<file path="config.mk">
export PLATFORM = sky130hd
export DESIGN_NAME = flag_sync_tracker_flat
export DESIGN_NICKNAME = d
export VERILOG_FILES = /design/src/rtl/flag_sync_tracker_if.sv /design/src/rtl/flag_sync_tracker.sv /design/src/flat_wrapper.sv
export SDC_FILE = /design/constraint.sdc
export NUM_CORES = 1
export LEC_CHECK = 0
export ABC_AREA = 1
export CAP_MARGIN = 10
export CORE_UTILIZATION = 45
export DETAILED_ROUTE_END_ITERATION = 6
export HOLD_SLACK_MARGIN = 0.12
export PLACE_DENSITY = 0.76
export SETUP_SLACK_MARGIN = 0.3
export SLEW_MARGIN = 20
export SYNTH_ARGS = -nofsm -noshare
export SYNTH_HDL_FRONTEND = slang
export SYNTH_SLANG_ARGS = --single-unit
</file>
<file path="constraint.sdc">
create_clock -name clk -period 1.9 [get_ports clk]
set_input_delay 0.19 -clock clk [delete_from_list [all_inputs] [get_ports clk]]
set_output_delay 0.19 -clock clk [all_outputs]
set_load 0.01 [all_outputs]
</file>
<file path="src/rtl/flag_sync_tracker_if.sv">
// Tracker-side bundle: upstream flags and clock enable in, phase reference out.
interface flag_sync_tracker_if #(
   parameter int CNT_WIDTH = 4,
   parameter int ERR_WIDTH = 8
);
   logic                 clk_en;
   logic [1:0]           flag_i;
   logic [CNT_WIDTH-1:0] cnt_o;
   logic                 locked;
   logic                 sync_err;
   logic [ERR_WIDTH-1:0] err_cnt;

   modport master (
      output clk_en, flag_i,
      input  cnt_o, locked, sync_err, err_cnt
   );

   modport slave (
      input  clk_en, flag_i,
      output cnt_o, locked, sync_err, err_cnt
   );
endinterface

</file>
<file path="src/rtl/flag_sync_tracker.sv">
// Rebuilds the upstream count from its match flags; locks and reports slips.
// Define FLAG_SYNC_TRACKER_ERR_CNT_EN to implement the saturating err_cnt.
module flag_sync_tracker #(
   parameter int CNT_WIDTH = 4,
   parameter int FLAG0_VAL = 1,
   parameter int FLAG1_VAL = 0,
   parameter int LOCK_CNT  = 2,
   parameter int ERR_WIDTH = 8
) (
   input logic                clk,
   input logic                rst_n,
   flag_sync_tracker_if.slave bus
);

   localparam int MW = $clog2(LOCK_CNT + 1);

   generate
      if (FLAG0_VAL == FLAG1_VAL || LOCK_CNT < 1) begin : g_bad_param
         $error("flag_sync_tracker: illegal FLAG*_VAL or LOCK_CNT");
      end
   endgenerate

   typedef enum logic [1:0] {
      S_HUNT,
      S_CHECK,
      S_LOCKED
   } state_t;

   state_t               r_state;
   state_t               w_state_nxt;
   logic [CNT_WIDTH-1:0] r_cnt;
   logic [CNT_WIDTH-1:0] w_cnt_nxt;
   logic [CNT_WIDTH-1:0] w_cnt_inc;
   logic [MW-1:0]        r_match;
   logic [MW-1:0]        w_match_nxt;
   logic [MW-1:0]        w_match_inc;
   logic                 r_sync_err;
   logic                 w_sync_err_nxt;
   logic [1:0]           w_exp;
   logic                 w_mis;
   logic                 w_evt;

   assign w_exp[0]    = (r_cnt == CNT_WIDTH'(FLAG0_VAL));
   assign w_exp[1]    = (r_cnt == CNT_WIDTH'(FLAG1_VAL));
   assign w_mis       = (bus.flag_i != w_exp);
   assign w_evt       = bus.clk_en && !w_mis && (bus.flag_i != 2'b00);
   assign w_cnt_inc   = r_cnt + CNT_WIDTH'(bus.clk_en);
   assign w_match_inc = r_match + MW'(1);

   always_ff @(posedge clk) begin
      if (!rst_n) begin
         r_state    <= S_HUNT;
         r_cnt      <= '0;
         r_match    <= '0;
         r_sync_err <= 1'b0;
      end else begin
         r_state    <= w_state_nxt;
         r_cnt      <= w_cnt_nxt;
         r_match    <= w_match_nxt;
         r_sync_err <= w_sync_err_nxt;
      end
   end

   always_comb begin
      w_state_nxt    = r_state;
      w_cnt_nxt      = r_cnt;
      w_match_nxt    = r_match;
      w_sync_err_nxt = 1'b0;
      unique case (r_state)
         S_HUNT: begin
            // Only a lone flag[1] pins the phase unambiguously
            if (bus.flag_i == 2'b10) begin
               w_cnt_nxt   = CNT_WIDTH'(FLAG1_VAL) + CNT_WIDTH'(bus.clk_en);
               w_match_nxt = '0;
               w_state_nxt = S_CHECK;
            end
         end
         S_CHECK: begin
            w_cnt_nxt = w_cnt_inc;
            if (w_mis) begin
               w_match_nxt = '0;
               w_state_nxt = S_HUNT;
            end else if (w_evt) begin
               w_match_nxt = w_match_inc;
               if (w_match_inc == MW'(LOCK_CNT))
                  w_state_nxt = S_LOCKED;
            end
         end
         S_LOCKED: begin
            w_cnt_nxt = w_cnt_inc;
            if (w_mis) begin
               w_sync_err_nxt = 1'b1;
               w_match_nxt    = '0;
               w_state_nxt    = S_HUNT;
            end
         end
         default: begin
            w_match_nxt = '0;
            w_state_nxt = S_HUNT;
         end
      endcase
   end

`ifdef FLAG_SYNC_TRACKER_ERR_CNT_EN
   logic [ERR_WIDTH-1:0] r_err_cnt;

   always_ff @(posedge clk) begin
      if (!rst_n)
         r_err_cnt <= '0;
      else if (w_sync_err_nxt && (r_err_cnt != '1))
         r_err_cnt <= r_err_cnt + ERR_WIDTH'(1);
   end

   assign bus.err_cnt = r_err_cnt;
`else
   assign bus.err_cnt = '0;
`endif

   assign bus.cnt_o    = r_cnt;
   assign bus.locked   = (r_state == S_LOCKED);
   assign bus.sync_err = r_sync_err;

endmodule
</file>
<file path="src/flat_wrapper.sv">
// flat-port wrapper written by rule: the top's interface ports become plain ports
module flag_sync_tracker_flat 
#(
   parameter int CNT_WIDTH = 4,
   parameter int FLAG0_VAL = 1,
   parameter int FLAG1_VAL = 0,
   parameter int LOCK_CNT  = 2,
   parameter int ERR_WIDTH = 8
)
  (clk, rst_n, bus_clk_en, bus_flag_i, bus_cnt_o, bus_locked, bus_sync_err, bus_err_cnt);
  flag_sync_tracker_if #(.CNT_WIDTH(CNT_WIDTH), .ERR_WIDTH(ERR_WIDTH)) bus_i ();
  input logic clk;
  input logic rst_n;
  input wire logic [$bits(bus_i.clk_en)-1:0] bus_clk_en;
  input wire logic [$bits(bus_i.flag_i)-1:0] bus_flag_i;
  output wire logic [$bits(bus_i.cnt_o)-1:0] bus_cnt_o;
  output wire logic [$bits(bus_i.locked)-1:0] bus_locked;
  output wire logic [$bits(bus_i.sync_err)-1:0] bus_sync_err;
  output wire logic [$bits(bus_i.err_cnt)-1:0] bus_err_cnt;
  assign bus_i.clk_en = bus_clk_en;
  assign bus_i.flag_i = bus_flag_i;
  assign bus_cnt_o = bus_i.cnt_o;
  assign bus_locked = bus_i.locked;
  assign bus_sync_err = bus_i.sync_err;
  assign bus_err_cnt = bus_i.err_cnt;
  flag_sync_tracker #(.CNT_WIDTH(CNT_WIDTH), .FLAG0_VAL(FLAG0_VAL), .FLAG1_VAL(FLAG1_VAL), .LOCK_CNT(LOCK_CNT), .ERR_WIDTH(ERR_WIDTH)) u_core (.clk(clk), .rst_n(rst_n), .bus(bus_i));
endmodule
</file>
==> impl_metrics.yaml <==
outcome:
  status: "finished, final reports clean"
floorplan:
  die_w_um: 40.7
  rows: 13
  die_area_sq_mm: 0.00165
  pin_count: 19
  coreArea_sq_mm: 0.00135
  die_h_um: 40.7
  initial_utilization_pct: 49.9
global_route:
  globalRouteTotalUtil_pct: 18.6
  grt_max_degree: 8
  grt.overflow.total: 0
  grt_pass1_vias: 501
  grt_first_pass_wirelength_um: 1990
  grt_antenna_before_repair: 0
placed_design:
  place.port_buffers: 10
  placed_area_sq_um: 758
  gp_congestion: 0.838
  dp_slack_ns: 0.192
  hpwl_um: 978
timing:
  slew_violations: 0
  finalSetupViolCount: 0
  hold_slack_ns: 0.489
  fin_crit_ns: 1.54
  clock.fmax_mhz: 650
  worst_slack_ns: 0.361
  clock_skew_ns: 0.00932
  fin_crit_sh_pct: 81.0
  setup-tns-final_ns: 0
  hold_violations: 0
  rsz0062_at_grt: "true"
power:
  p_per_area_mw_per_mm2: 1260
  p_leak_nw: 0.398
  ir_worst_vdd_v: 0.000755
route:
  drtAntennaViolNets: 0
  drtIter0Drc: 23
  wl_per_cell_um: 9.55
  wl_um: 1250
  drc: 0
  num_vias: 617
  drt_pre_antenna_iters: 4
  via_per_inst: 4.71
layout:
  diodes: 0
  areaGrowthSynthToFinish_pct: 17.8
  fin_nets: 128
  final_cell_mix: "17 x inv_1, 17 x nand2_1, 12 x nor2_1, 9 x clkdlybuf4s50_1, 9 x dfxtp_1"
  postLayoutCellArea_sq_um: 793
  layout-drive-gt1-share_pct: 10.3
  fillers: 134
yosys:
  synth_ff_type: "dfxtp_1"
  synth_top_area_share_pct: 26.8
  yosysSeqAreaShare_pct: 26.8
  synth_area_sq_um: 673
  ys_ff_latch: 9
  syn_area_per_cell_sq_um: 6.60
  async_flop_share_pct: 0
  synth_largest_area_cell: "dfxtp_1"
  synth_area_leaders: "dfxtp_1 27%, ha_1 11%, inv_1 9.5%, nand2_1 9.5%, buf_4 8.9%"
  yosysUniqueCellTypes: 20
  synth_edf_count: 0
  yosysWarnings: 0
  syn_inst: 102
clock_network:
  clk_latency_ns: 0.27
  clk_path_buf_depth: 2
  tritoncts: "yes"
  cts_buffers: 3
  path_clk_slew_ns: 0.06
  cts_max_level: 1
  cts.sinks: 9
  cts-root-buf: "clkbuf_4"
critical_path:
  crit_family: "simple AND/OR/NAND/NOR gates"
  crit_slowest_cell: "ha_1"
  cp_max_fo: 5
  slowest_delay_ns: 0.36
  endpoint_kind: "register"
  crit_top_cell: "nor2_1"
  cp.arrival_ns: 1.73
  worstSetupStartpointType: "register"
  worstPathRequired_ns: 2.09
  path_buf_inv: 2
  crit_type: "reg -> reg"
  crit_chain: "inv_1 -> ha_1 -> nor2_1 -> nor2_2 -> buf_4 -> nand2_1 -> nor2_1 -> nor3_1"
flow_run:
  cap_violations: 0
hold_path:
  hold_path.class: "reg -> reg"
## routing by layer
| metal | global-route usage, % | share of wire [%] | wire (um) | vias to the layer above |
|---|---|---|---|---|
| li1 | - | - | - | 334 |
| met1 | 23.9 | 47 | 584 | 262 |
| met2 | 27.4 | 47 | 584 | 21 |
| met3 | 9.78 | 6.6 | 83 | 0 |
| met4 | 4.17 | 0 | 0 | 0 |
| met5 | 0 | 0 | 0 | - |
## tightest hold or removal path: stages, from the launching register on
cell     delay, ns
dfxtp_1       0.33
nand2_1       0.07
a21oi_1       0.05
## registers in the layout, summed over array words and instances (netlist names)
| name | count |
|---|---|
| u_core.r_state | 2 |
| u_core.bus.sync_err | 1 |
| u_core.r_match | 2 |
| u_core.bus.cnt_o | 4 |
## cells in the mapped netlist, types with 2 or more instances
cell type and n:
a21oi_1 8, buf_4 8, dfxtp_1 9, ha_1 6, inv_1 17, nand2_1 17
nand3_1 7, nand4_1 2, nor2_1 13, nor2_2 2, nor3_1 2, o21ai_0 3
## kinds of logic after synthesis
| kind of cell | Yosys count | share of synthesized area [%] |
|---|---|---|
| and+or+nand+nor | 48 | 33.3 |
| buffers and inverters | 26 | 19.0 |
| AOI/OAI and AO/OA | 12 | 9.29 |
| DFF | 9 | 26.8 |
| adders and majority gates | 6 | 11.2 |
| other | 1 | 0.557 |
## what timing repair did
action	4_1_cts	5_1_grt
hold buffers	0	0
pin swaps	0	1
endpoints found under the setup margin	3	3
cloned	0	0
gates resized for setup	2	1
setup buffers	0	1
## worst paths after layout
check	end	from	cells after the start	slack, ns
worst max register to register	u_core.bus.cnt_o[2]	u_core.r_state[0]	8	0.36
worst min-delay path	u_core.r_match[0]	u_core.r_match[0]	2	0.49
worst max-delay path	u_core.bus.cnt_o[2]	u_core.r_state[0]	8	0.36
worst min register to register	u_core.r_match[0]	u_core.r_match[0]	2	0.49
## power by group
group	internal [mW]	switching [mW]
Sequential	0.239	0.0358
Clock	0.0810	0.0682
Combinational	0.226	0.348
## final cells by class
| type | count | area, sq um | area share (%) |
|---|---|---|---|
| Timing Repair Buffer | 11 | 106 | 13.4 |
| Multi-Input combinational cell | 74 | 394 | 49.7 |
| Clock buffer | 4 | 26.3 | 3.31 |
| Tap cell | 15 | 18.8 | 2.37 |
| Sequential cell | 9 | 180 | 22.7 |
| Inverter | 18 | 67.6 | 8.52 |
## stage by stage
stage / std cells / power [mW] / utilization, %
finish: 131 / 0.997 / 58.8
floorplan: 109 / 0.693 / -
CTS: 130 / 0.968 / 58.2
detailed placement: 126 / 0.812 / 56.2
global placement: 126 / 0.801 / 56.2
global route: 131 / 1.11 / 58.8
(Power assumes the default switching activity.)
